### src/rtl/alu_ctrl_pkg.sv
// Shared encodings for the EX-stage ALU control / multiply-divide block.
// Holds the ALU codes, funct codes, ALUOp classes, result-mux selects and MDU FSM states.
package alu_ctrl_pkg;

  localparam int DATA_W_DEF    = 32;
  localparam int FUNC_W_DEF    = 6;
  localparam int ALUOP_W_DEF   = 2;
  localparam int ALUCTRL_W_DEF = 4;

  localparam logic [1:0] ALUOP_ADD   = 2'b00;
  localparam logic [1:0] ALUOP_SUB   = 2'b01;
  localparam logic [1:0] ALUOP_RTYPE = 2'b10;
  localparam logic [1:0] ALUOP_NONE  = 2'b11;

  localparam logic [3:0] ALU_AND  = 4'b0000;
  localparam logic [3:0] ALU_OR   = 4'b0001;
  localparam logic [3:0] ALU_ADD  = 4'b0010;
  localparam logic [3:0] ALU_XOR  = 4'b0011;
  localparam logic [3:0] ALU_SUB  = 4'b0110;
  localparam logic [3:0] ALU_SLT  = 4'b0111;
  localparam logic [3:0] ALU_F14  = 4'b1000;
  localparam logic [3:0] ALU_NOR  = 4'b1100;
  localparam logic [3:0] ALU_NONE = 4'b1111;

  localparam logic [5:0] FN_ADD   = 6'b100000;
  localparam logic [5:0] FN_SUB   = 6'b100010;
  localparam logic [5:0] FN_AND   = 6'b100100;
  localparam logic [5:0] FN_OR    = 6'b100101;
  localparam logic [5:0] FN_XOR   = 6'b100110;
  localparam logic [5:0] FN_NOR   = 6'b100111;
  localparam logic [5:0] FN_SLT   = 6'b101010;
  localparam logic [5:0] FN_F14   = 6'b010100;
  localparam logic [5:0] FN_MFHI  = 6'b010000;
  localparam logic [5:0] FN_MTHI  = 6'b010001;
  localparam logic [5:0] FN_MFLO  = 6'b010010;
  localparam logic [5:0] FN_MTLO  = 6'b010011;
  localparam logic [5:0] FN_MULT  = 6'b011000;
  localparam logic [5:0] FN_MULTU = 6'b011001;
  localparam logic [5:0] FN_DIV   = 6'b011010;
  localparam logic [5:0] FN_DIVU  = 6'b011011;

  typedef enum logic [1:0] {
    SEL_ALU = 2'b00,
    SEL_HI  = 2'b01,
    SEL_LO  = 2'b10
  } result_sel_e;

  typedef enum logic [1:0] {
    ST_IDLE = 2'b00,
    ST_RUN  = 2'b01,
    ST_DONE = 2'b10
  } mdu_state_e;

  // MULT/MULTU/DIV/DIVU share the 0110xx pattern; bit1 = divide, bit0 = unsigned.
  function automatic logic is_mdu_func(input logic [5:0] f);
    return f[5:2] == 4'b0110;
  endfunction

endpackage

### src/rtl/mdu_iter_core.sv
// Iterative multiply (shift-add) / restoring-divide datapath with HI/LO registers.
// Sequenced by load/step/finish strobes from alu_mdu_ctrl; works on magnitudes, fixes signs on finish.
module mdu_iter_core
  import alu_ctrl_pkg::*;
#(
  parameter int DATA_W = 32
) (
  input  logic              clk_i,
  input  logic              rst_n_i,
  input  logic              load_i,
  input  logic              step_i,
  input  logic              finish_i,
  input  logic              is_div_i,
  input  logic              is_signed_i,
  input  logic [DATA_W-1:0] rs_i,
  input  logic [DATA_W-1:0] rt_i,
  input  logic              wr_hi_i,
  input  logic              wr_lo_i,
  input  logic [DATA_W-1:0] wdata_i,
  output logic [DATA_W-1:0] hi_o,
  output logic [DATA_W-1:0] lo_o
);

  logic              div_q, neg_q, rneg_q;
  logic [DATA_W-1:0] mcand_q, acc_q, wrk_q, hi_q, lo_q;

  logic              rs_neg, rt_neg;
  logic [DATA_W-1:0] rs_mag, rt_mag;
  logic [DATA_W:0]   add_sum, shifted;
  logic              ge;
  logic [DATA_W-1:0] acc_step, wrk_step, quot_fix, rem_fix;
  logic [2*DATA_W-1:0] prod, prod_fix;

  assign rs_neg = is_signed_i & rs_i[DATA_W-1];
  assign rt_neg = is_signed_i & rt_i[DATA_W-1];
  assign rs_mag = rs_neg ? -rs_i : rs_i;
  assign rt_mag = rt_neg ? -rt_i : rt_i;

  // Multiply: {acc,wrk} shifts right, multiplier bits leave wrk LSB.
  // Divide: dividend bits leave wrk MSB into the remainder, quotient bits enter wrk LSB.
  assign add_sum = {1'b0, acc_q} + (wrk_q[0] ? {1'b0, mcand_q} : '0);
  assign shifted = {acc_q, wrk_q[DATA_W-1]};
  assign ge      = shifted >= {1'b0, mcand_q};

  always_comb begin
    acc_step = add_sum[DATA_W:1];
    wrk_step = {add_sum[0], wrk_q[DATA_W-1:1]};
    if (div_q) begin
      acc_step = ge ? DATA_W'(shifted - {1'b0, mcand_q}) : shifted[DATA_W-1:0];
      wrk_step = {wrk_q[DATA_W-2:0], ge};
    end
  end

  assign prod     = {acc_step, wrk_step};
  assign prod_fix = neg_q ? -prod : prod;
  assign quot_fix = neg_q ? -wrk_step : wrk_step;
  assign rem_fix  = rneg_q ? -acc_step : acc_step;

  always_ff @(posedge clk_i or negedge rst_n_i) begin
    if (!rst_n_i) begin
      div_q   <= 1'b0;
      neg_q   <= 1'b0;
      rneg_q  <= 1'b0;
      mcand_q <= '0;
      acc_q   <= '0;
      wrk_q   <= '0;
      hi_q    <= '0;
      lo_q    <= '0;
    end else begin
      if (load_i) begin
        div_q   <= is_div_i;
        neg_q   <= rs_neg ^ rt_neg;
        rneg_q  <= rs_neg;
        mcand_q <= rt_mag;
        acc_q   <= '0;
        wrk_q   <= rs_mag;
      end else if (step_i) begin
        acc_q <= acc_step;
        wrk_q <= wrk_step;
      end
      if (finish_i) begin
        hi_q <= div_q ? rem_fix : prod_fix[2*DATA_W-1:DATA_W];
        lo_q <= div_q ? quot_fix : prod_fix[DATA_W-1:0];
      end else begin
        if (wr_hi_i) hi_q <= wdata_i;
        if (wr_lo_i) lo_q <= wdata_i;
      end
    end
  end

  assign hi_o = hi_q;
  assign lo_o = lo_q;

endmodule

### src/rtl/alu_mdu_ctrl.sv
// EX-stage ALU control decode plus iterative MULT/DIV unit with HI/LO and pipeline stall.
// Optional MTHI/MTLO support is enabled by defining MDU_MTHILO_EN.
module alu_mdu_ctrl
  import alu_ctrl_pkg::*;
#(
  parameter int DATA_W    = DATA_W_DEF,
  parameter int FUNC_W    = FUNC_W_DEF,
  parameter int ALUOP_W   = ALUOP_W_DEF,
  parameter int ALUCTRL_W = ALUCTRL_W_DEF
) (
  input  logic                 clk_i,
  input  logic                 rst_n_i,
  input  logic                 valid_i,
  input  logic [ALUOP_W-1:0]   ALUOp_i,
  input  logic [FUNC_W-1:0]    func_i,
  input  logic [DATA_W-1:0]    rs_data_i,
  input  logic [DATA_W-1:0]    rt_data_i,
  input  logic                 flush_i,
  output logic [ALUCTRL_W-1:0] ALU_control_o,
  output logic [1:0]           result_sel_o,
  output logic                 stall_o,
  output logic                 done_o,
  output logic                 div_by_zero_o,
  output logic [DATA_W-1:0]    hi_o,
  output logic [DATA_W-1:0]    lo_o
);

  localparam int CNT_W = (DATA_W > 1) ? $clog2(DATA_W) : 1;

  logic [5:0]  fn;
  logic [1:0]  op;
  logic [3:0]  alu_code;
  result_sel_e sel;
  mdu_state_e  state_q, state_d;
  logic [CNT_W-1:0] cnt_q, cnt_d;
  logic        dz_q, dz_d;
  logic        rtype, start, is_div, load, step, finish, wr_hi, wr_lo;

  assign fn     = 6'(func_i);
  assign op     = 2'(ALUOp_i);
  assign rtype  = op == ALUOP_RTYPE;
  assign is_div = fn[1];
  assign start  = valid_i & ~flush_i & rtype & is_mdu_func(fn) & (state_q == ST_IDLE);

  always_comb begin
    alu_code = ALU_NONE;
    sel      = SEL_ALU;
    case (op)
      ALUOP_ADD: alu_code = ALU_ADD;
      ALUOP_SUB: alu_code = ALU_SUB;
      ALUOP_RTYPE: begin
        case (fn)
          FN_ADD:  alu_code = ALU_ADD;
          FN_SUB:  alu_code = ALU_SUB;
          FN_AND:  alu_code = ALU_AND;
          FN_OR:   alu_code = ALU_OR;
          FN_XOR:  alu_code = ALU_XOR;
          FN_NOR:  alu_code = ALU_NOR;
          FN_SLT:  alu_code = ALU_SLT;
          FN_F14:  alu_code = ALU_F14;
          FN_MFHI: if (valid_i) sel = SEL_HI;
          FN_MFLO: if (valid_i) sel = SEL_LO;
          default: alu_code = ALU_NONE;
        endcase
      end
      default: alu_code = ALU_NONE;
    endcase
  end

  assign ALU_control_o = ALUCTRL_W'(alu_code);
  assign result_sel_o  = sel;

  always_comb begin
    state_d = state_q;
    cnt_d   = cnt_q;
    dz_d    = dz_q;
    load    = 1'b0;
    step    = 1'b0;
    finish  = 1'b0;
    case (state_q)
      ST_IDLE: begin
        if (start) begin
          load = 1'b1;
          // A zero divisor retires immediately, leaving HI/LO untouched.
          if (is_div && rt_data_i == '0) begin
            dz_d    = 1'b1;
            state_d = ST_DONE;
          end else begin
            dz_d    = 1'b0;
            cnt_d   = CNT_W'(DATA_W - 1);
            state_d = ST_RUN;
          end
        end
      end
      ST_RUN: begin
        if (flush_i) begin
          state_d = ST_IDLE;
        end else begin
          step = 1'b1;
          if (cnt_q == '0) begin
            finish  = 1'b1;
            state_d = ST_DONE;
          end else begin
            cnt_d = cnt_q - 1'b1;
          end
        end
      end
      ST_DONE: begin
        dz_d    = 1'b0;
        state_d = ST_IDLE;
      end
      default: state_d = ST_IDLE;
    endcase
  end

  always_ff @(posedge clk_i or negedge rst_n_i) begin
    if (!rst_n_i) begin
      state_q <= ST_IDLE;
      cnt_q   <= '0;
      dz_q    <= 1'b0;
    end else begin
      state_q <= state_d;
      cnt_q   <= cnt_d;
      dz_q    <= dz_d;
    end
  end

`ifdef MDU_MTHILO_EN
  assign wr_hi = valid_i & ~flush_i & rtype & (fn == FN_MTHI) & (state_q == ST_IDLE);
  assign wr_lo = valid_i & ~flush_i & rtype & (fn == FN_MTLO) & (state_q == ST_IDLE);
`else
  assign wr_hi = 1'b0;
  assign wr_lo = 1'b0;
`endif

  mdu_iter_core #(
    .DATA_W(DATA_W)
  ) u_core (
    .clk_i      (clk_i),
    .rst_n_i    (rst_n_i),
    .load_i     (load),
    .step_i     (step),
    .finish_i   (finish),
    .is_div_i   (is_div),
    .is_signed_i(~fn[0]),
    .rs_i       (rs_data_i),
    .rt_i       (rt_data_i),
    .wr_hi_i    (wr_hi),
    .wr_lo_i    (wr_lo),
    .wdata_i    (rs_data_i),
    .hi_o       (hi_o),
    .lo_o       (lo_o)
  );

  assign stall_o       = (start | (state_q == ST_RUN)) & ~flush_i & rst_n_i;
  assign done_o        = state_q == ST_DONE;
  assign div_by_zero_o = (state_q == ST_DONE) & dz_q;

endmodule

### config.mk
export PLATFORM = sky130hd
export DESIGN_NAME = alu_mdu_ctrl
export DESIGN_NICKNAME = d
export VERILOG_FILES = /design/src/rtl/alu_ctrl_pkg.sv /design/src/rtl/mdu_iter_core.sv /design/src/rtl/alu_mdu_ctrl.sv
export SDC_FILE = /design/constraint.sdc
export NUM_CORES = 1
export LEC_CHECK = 0
export BUFFER_PORTS_ARGS = -buffer_cell sky130_fd_sc_hd__buf_2
export CORE_UTILIZATION = 61
export CTS_CLUSTER_SIZE = 30
export DETAILED_ROUTE_END_ITERATION = 10
export PLACE_DENSITY = 0.91
export SETUP_SLACK_MARGIN = 0.3
export SYNTH_ARGS = -nofsm -noshare
export SYNTH_HDL_FRONTEND = slang
export SYNTH_SLANG_ARGS = --single-unit
### constraint.sdc
create_clock -name clk_i -period 7.6 [get_ports clk_i]
set_input_delay 1.9 -clock clk_i [delete_from_list [all_inputs] [get_ports clk_i]]
set_output_delay 1.9 -clock clk_i [all_outputs]
set_load 0.05 [all_outputs]
Yosys cells after proc, flatten, opt, wreduce, memory -nomap -nowiden
Index checks and enable logic that the tools add are counted.
{"block": "word_totals", "regBits": 171, "output_inout_bits": 73, "inputBits": 76, "elab_cells": 105}
{"block": "op_classes", "reduce_logical": 11, "n_bitwise": 13, "magnitude_cmp": 1, "muxes": 41, "addsub": 8, "eq_ne": 20}
{"cell": "2-to-1 mux 32 bit", "count": 14}
{"cell": "negator 32 bit", "count": 4}
{"cell": "2-to-1 mux 64 bit", "count": 1}
{"cell": "negator 64 bit", "count": 1}
{"cell": "equality test 6 bit, second input constant", "count": 7}
{"cell": "adder 32 x 32 -> 33 bit", "count": 1}
{"cell": ">= comparator 33 x 32 -> 1 bit", "count": 1}
{"cell": "logical NOT 32 bit", "count": 1}
{"cell": "case mux 4 bit (8 select lines)", "count": 1}
{"cell": "subtractor 32 bit", "count": 1}
{"cell": "2-to-1 mux 5 bit", "count": 4}
{"cell": "equality test 6 x 5 -> 1 bit, second input constant", "count": 3}
{"cell": "2-to-1 mux 2 bit", "count": 6}
{"cell": "case mux 4 bit (3 select lines)", "count": 1}
{"cell": "2-to-1 mux 1 bit", "count": 10}
{"cell": "case mux 5 bit (2 select lines)", "count": 1}
{"cell": "AND 1 bit", "count": 9}
{"cell": "inequality test 2 bit, second input constant", "count": 4}
{"cell": "case mux 2 bit (2 select lines)", "count": 2}
{"cell": "nonzero test 2 bit", "count": 3}
{"cell": "logical NOT 5 bit", "count": 1}
{"cell": "AND reduction 5 bit", "count": 1}
{"cell": "subtractor 5 x 1 -> 5 bit, second input constant", "count": 1}
{"cell": "equality test 2 x 1 -> 1 bit, second input constant", "count": 2}
{"cell": "10 further kinds", "count": 14}

Longest topological paths before layout
{"block": "logic_depth", "word_depth": 8, "ltp_mapped": 23, "ltp_nobuf": 21}

Modules after synthesis
A second synthesis with hierarchy kept.
{"block": "unflattened", "cells_unflattened": 2114, "area_unflattened_um2": 16495.8}
{"module": "mdu_iter_core", "n_inst": 1, "area_each_um2": 15678.8, "cells_per_inst": 2016, "seq_area_each_um2": 4078.9}
{"module": "alu_mdu_ctrl", "n_inst": 1, "area_each_um2": 817.0, "cells_per_inst": 98, "seq_area_each_um2": 200.2}

Least setup slack after synthesis
Ideal clock, no wire load.
{"block": "synth_path", "path_type": "input to output", "start": "input ALUOp_i[1]", "end": "output stall_o", "arrival_time_ps": 4054, "setup_slack_ps": 1646, "path_stages": 7, "t_required_ps": 5700, "cell_sequence": "nor2b_1 -> nand3_1 -> or4_1 -> a211o_1 -> clkbuf_1 -> clkbuf_1 -> nor2_1"}
{"block": "synth_between", "elab_chain_cells": 7}
{"item": "start: declaration", "line": "alu_mdu_ctrl.sv:14", "source": "input logic [ALUOP_W-1:0] ALUOp_i,"}
{"item": "equality test 2 bit", "line": "alu_mdu_ctrl.sv:41", "source": "assign rtype = op == ALUOP_RTYPE;"}
{"item": "AND 1 bit (3 in a row)", "line": "alu_mdu_ctrl.sv:43", "source": "assign start = valid_i & ~flush_i & rtype & is_mdu_func(fn) & (state_q == ST_IDLE);"}
{"item": "OR 1 bit", "line": "alu_mdu_ctrl.sv:155", "source": "assign stall_o = (start | (state_q == ST_RUN)) & ~flush_i & rst_n_i;"}
{"item": "AND 1 bit (2 in a row)", "line": "alu_mdu_ctrl.sv:155"}
{"item": "end: declaration", "line": "alu_mdu_ctrl.sv:21", "source": "output logic stall_o,"}
Every way passes these cells.

Final worst setup path
{"block": "layout_path", "start": "register u_core.acc_q[5]", "end": "register u_core.hi_q[18] (netlist: u_core.hi_o[18])"}
{"block": "layout_between", "elab_chain_cells": 6, "elab_cells_between_ends": 11}
{"item": "start: declaration", "line": "mdu_iter_core.sv:25", "source": "logic [DATA_W-1:0] mcand_q, acc_q, wrk_q, hi_q, lo_q;"}
{"item": "start signal: assignment", "line": "mdu_iter_core.sv:78", "source": "acc_q <= acc_step;"}
{"item": "subtractor 32 bit / >= comparator 33 x 32 -> 1 bit (equally long branches)", "line": "mdu_iter_core.sv:49, mdu_iter_core.sv:43"}
{"item": "2-to-1 mux 32 bit", "line": "mdu_iter_core.sv:49", "source": "acc_step = ge ? DATA_W'(shifted - {1'b0, mcand_q}) : shifted[DATA_W-1:0];"}
{"item": "2-to-1 mux 32 bit", "line": "mdu_iter_core.sv:48", "source": "if (div_q) begin"}
{"item": "negator 64 bit / negator 32 bit (equally long branches)", "line": "mdu_iter_core.sv:55, mdu_iter_core.sv:57"}
{"item": "2-to-1 mux 64 bit / 2-to-1 mux 32 bit (equally long branches)", "line": "mdu_iter_core.sv:55, mdu_iter_core.sv:57"}
{"item": "2-to-1 mux 32 bit (*)", "line": "mdu_iter_core.sv:82", "source": "hi_q <= div_q ? rem_fix : prod_fix[2*DATA_W-1:DATA_W];"}
{"item": "end signal: assignment", "line": "mdu_iter_core.sv:82"}
{"item": "end signal: assignment", "line": "mdu_iter_core.sv:85", "source": "if (wr_hi_i) hi_q <= wdata_i;"}
{"item": "end: declaration", "line": "mdu_iter_core.sv:25"}
Mark *: on every way between the ends. The rest lies on a longest branch, timed or not.
A chain may end at the register's enable or synchronous reset.

==> impl_results.md <==
* Slew HR at roughly 17%
* #FFs+latches synth at 171
* Final HPWL DP at about 40000 µm
* H-tree Lvls at 4
* Synth Area in Adders at approximately 6.1%
* Total Wirelength at 53340 µm
* Clock latency on the worst-skew pair at 450 ps
* Wire per inst at roughly 22 µm
* Number of antenna violations at the first check in global routing at 1
* Sw Share at between 40% and 50%
* Layout Utilization at 68.59%
* Worst IR Drop VDD at 0.0001697 V
* Count leader, synth: nand2_1
* Post-CTS resize count at 0
* Pre-antenna DRT Iters at 8
* Post-synthesis xor/xnor area fraction at 8.952%
* Die height at 160.2 µm
* Seq pwr share at 31.9%
* Max-cap viol count at 0
* Vias in the first global route at between 10000 and 15000
* Port bufs at between 100 and 150
* Post-synthesis sequential area ratio at between 20 and 30%
* EDFF count, synth at 0
* # DRC at 0
* Share of cells above drive strength 1 at about an eighth
* Starting Density at between 60 and 70%
* Post-Syn Area at between 15000 and 20000 µm²
* Chip Width at roughly 160 µm
* Worst Skew at roughly 15 ps
* Total global routing overflow at 0
* CP Class: register to register
* CTS Buffer Depth at 2
* First-pass GRT wire length at approximately 83000 µm
* Internal power at approximately 1.9 mW
* Synth area leaders: dfrtp_1, o21ai_0, nand2_1
* Non-filler cells, final at around 2400
* Post-DRT Antenna Nets at 0
* Startpoint types: register
* Synth top cells by count: nand2_1, o21ai_0, dfrtp_1, nor2_1, a21oi_1
* Die ar. at 25660 µm²
* Final Wtd Congestion at about 1.0
* Clock transition at path regs at roughly 80 ps
* Largest net degree at the start of global routing at roughly 130
* Pwr dens at 198.4 nW/µm²
* Yosys warning total at 0
* Cell taking the most area after synthesis: dfrtp_1
* Clock power frac at around 28%
* Ports at 149
* P_sw at around 1.4 mW
* Fmax at roughly 160 MHz
* Worst-Margin Slew at 1239 ps
* Vias per inst at between 6 and 7
* Via Count at 16270
* Main combinational cell family by area after synthesis: compound AO/OA/AOI/OAI gates
* Fin nets at around 2200
* Post-CTS setup buffers at 0
* Share of flip-flops with an asynchronous set or reset at 100.0%
* Multiplexer area fraction after synthesis at 2.787%
* Num CTS Buffers at 17
* CTS tree: built
* Arr. time, crit path at around 6500 ps
* Top FF cell, synth: dfrtp_1
* CP required at approximately 7900 ps
* Hold Buf Count CTS at 0
* Final min period at 6193 ps
* Placed Cells at between 2000 and 2500
* Path type of the worst min-delay path: register to register
* Synth Area in Simple Gates at around 22%
* Compound-cell area share of the yosys netlist at a little over a quarter
* Row Count at 57
* Setup violators final at 0
* Clock sinks at around 170
* Final period util at between 80% and 90%
* CTS root buffer: clkbuf_16
* Critical Path Fanout Max at 14
* Sum Neg Setup Slack at 0 ps
* Initial DRC Count at ~2400
* Final Hold Viols at 0
* Final Slew Violations at 0
* Post-synth top area share at around 28%
* Status: finished, final reports clean
* Mean Syn Cell Area at around 8 µm²
* Pleak at 7.696 nW
* Cells after Synth at around 2000
* Area added between synthesis and finish at 9.936%
* RSZ-0062 raised after global routing: no
* Comb power frac at between 40% and 50%
* Syn Nets at roughly 2100
* Critical Path Sink Type: register
* Yosys cell types at 97
* Gr usage total at between 40% and 50%
* Core ar. at 24460 µm²
sequential cells by signal (all words and copies together) (netlist names):
| signal | flops |
|---|---|
| state_q | 2 |
| u_core.neg_q | 1 |
| cnt_q | 5 |
| u_core.acc_q | 32 |
| u_core.div_q | 1 |
| u_core.wrk_q | 32 |
| u_core.lo_o | 32 |
| u_core.rneg_q | 1 |
| u_core.mcand_q | 32 |
| u_core.hi_o | 32 |
| dz_q | 1 |
area by class of cell:
type | instances | area [µm²]
clock buffer | 17 | 425.4
sequential | 171 | 4283
clock inverter | 15 | 185.2
multi-input combinational | 1607 | 10280
antenna | 1 | 2.502
tap | 324 | 405.4
fill | 2036 | 7684
inverter | 76 | 285.3
timing repair buffer | 170 | 912.1
power groups by stage:
stage               clock network [mW]  registers, mW  logic [mW]
global route                     0.964           1.07        1.42
detailed placement                   0           1.07        1.28
finish                           0.934           1.06        1.33
CTS                              0.926           1.06        1.29
floorplan                            0           1.13       0.837
global placement                     0           1.07        1.27
layer usage:
layer	GRT usage, %	up-vias	routed length, µm
met5	0	-	0
met4	15.06	0	1963
met3	8.260	170	7164
met2	60.43	1201	22220
met1	60.09	7615	21990
li1	-	7283	-
path summary, 6_finish.rpt:
| check | endpoint | cells after the start | startpoint | slack, ps |
|---|---|---|---|---|
| setup / recovery | u_core.hi_o[18] | 22 | u_core.acc_q[5] | 1410 |
| min in group asynchronous | u_core.mcand_q[17] | 1 | rst_n_i | 1370 |
| hold / removal | u_core.hi_o[11] | 2 | u_core.hi_o[11] | 480 |
| hold reg to reg | u_core.hi_o[11] | 2 | u_core.hi_o[11] | 480 |
| max in group asynchronous | u_core.hi_o[10] | 2 | rst_n_i | 4790 |
| setup reg to reg | u_core.hi_o[18] | 22 | u_core.acc_q[5] | 1410 |
cells by family after synthesis:
group                      count (synthesis)
adders and majority gates                 73
xor gates and xnor gates                 156
muxes                                     41
and+or+nand+nor                          694
DFF                                      171
AOI/OAI and AO/OA                        643
buffers and inverters                    184
through the flow:
| step | setup WS (ps) | hold WS [ps] | instance area, µm² | total power [mW] |
|---|---|---|---|---|
| 6_report | 1407 | 482.8 | 16780 | 3.329 |
| 5_1_grt | 937.8 | 513.3 | 16780 | 3.456 |
| 4_1_cts | 1629 | 483.5 | 16780 | 3.271 |
| 3_5_place_dp | 1691 | 465.6 | 16170 | 2.355 |
| 3_3_place_gp | 1851 | 455.6 | 16170 | 2.339 |
| 2_1_floorplan | 1646 | 463.2 | 15260 | 1.970 |
layout by cell type, fill, tap and decap left out, types with 19 or more instances in the layout:
cell type    n
buf_4       22
inv_1       74
a21o_1      26
nor4_1      34
o21a_1      19
a21oi_1    132
or3_1       23
nand3_1     30
nand2b_1    25
nor2_1     140
o21ai_0    225
xor2_1      64
nor3_1      60
nand4_1     25
xnor2_1     92
mux2i_1     29
o31ai_1     26
a31oi_1     25
ha_1        70
buf_2      147
dfrtp_1    170
nand2_1    233
and2_1      45
worst max-delay path, cell delays in order, from the launching register on:
cell and delay [ps]:
dfrtp_1 450, ha_1 410, a21oi_2 260, o21ai_1 200, a2111o_1 490, o21ai_1 160
buf_4 250, nand3_2 100, nand2_1 170, a21boi_0 430, ha_1 270, o211ai_1 150
nor4_1 410, o211ai_1 270, or3_1 460, nand2b_1 200, or3_1 350, a21oi_1 170
buf_4 180, a21oi_1 80, o41ai_2 310, xor2_1 200, o21ai_1 80
No activity file was read; power rests on OpenSTA's default activity.
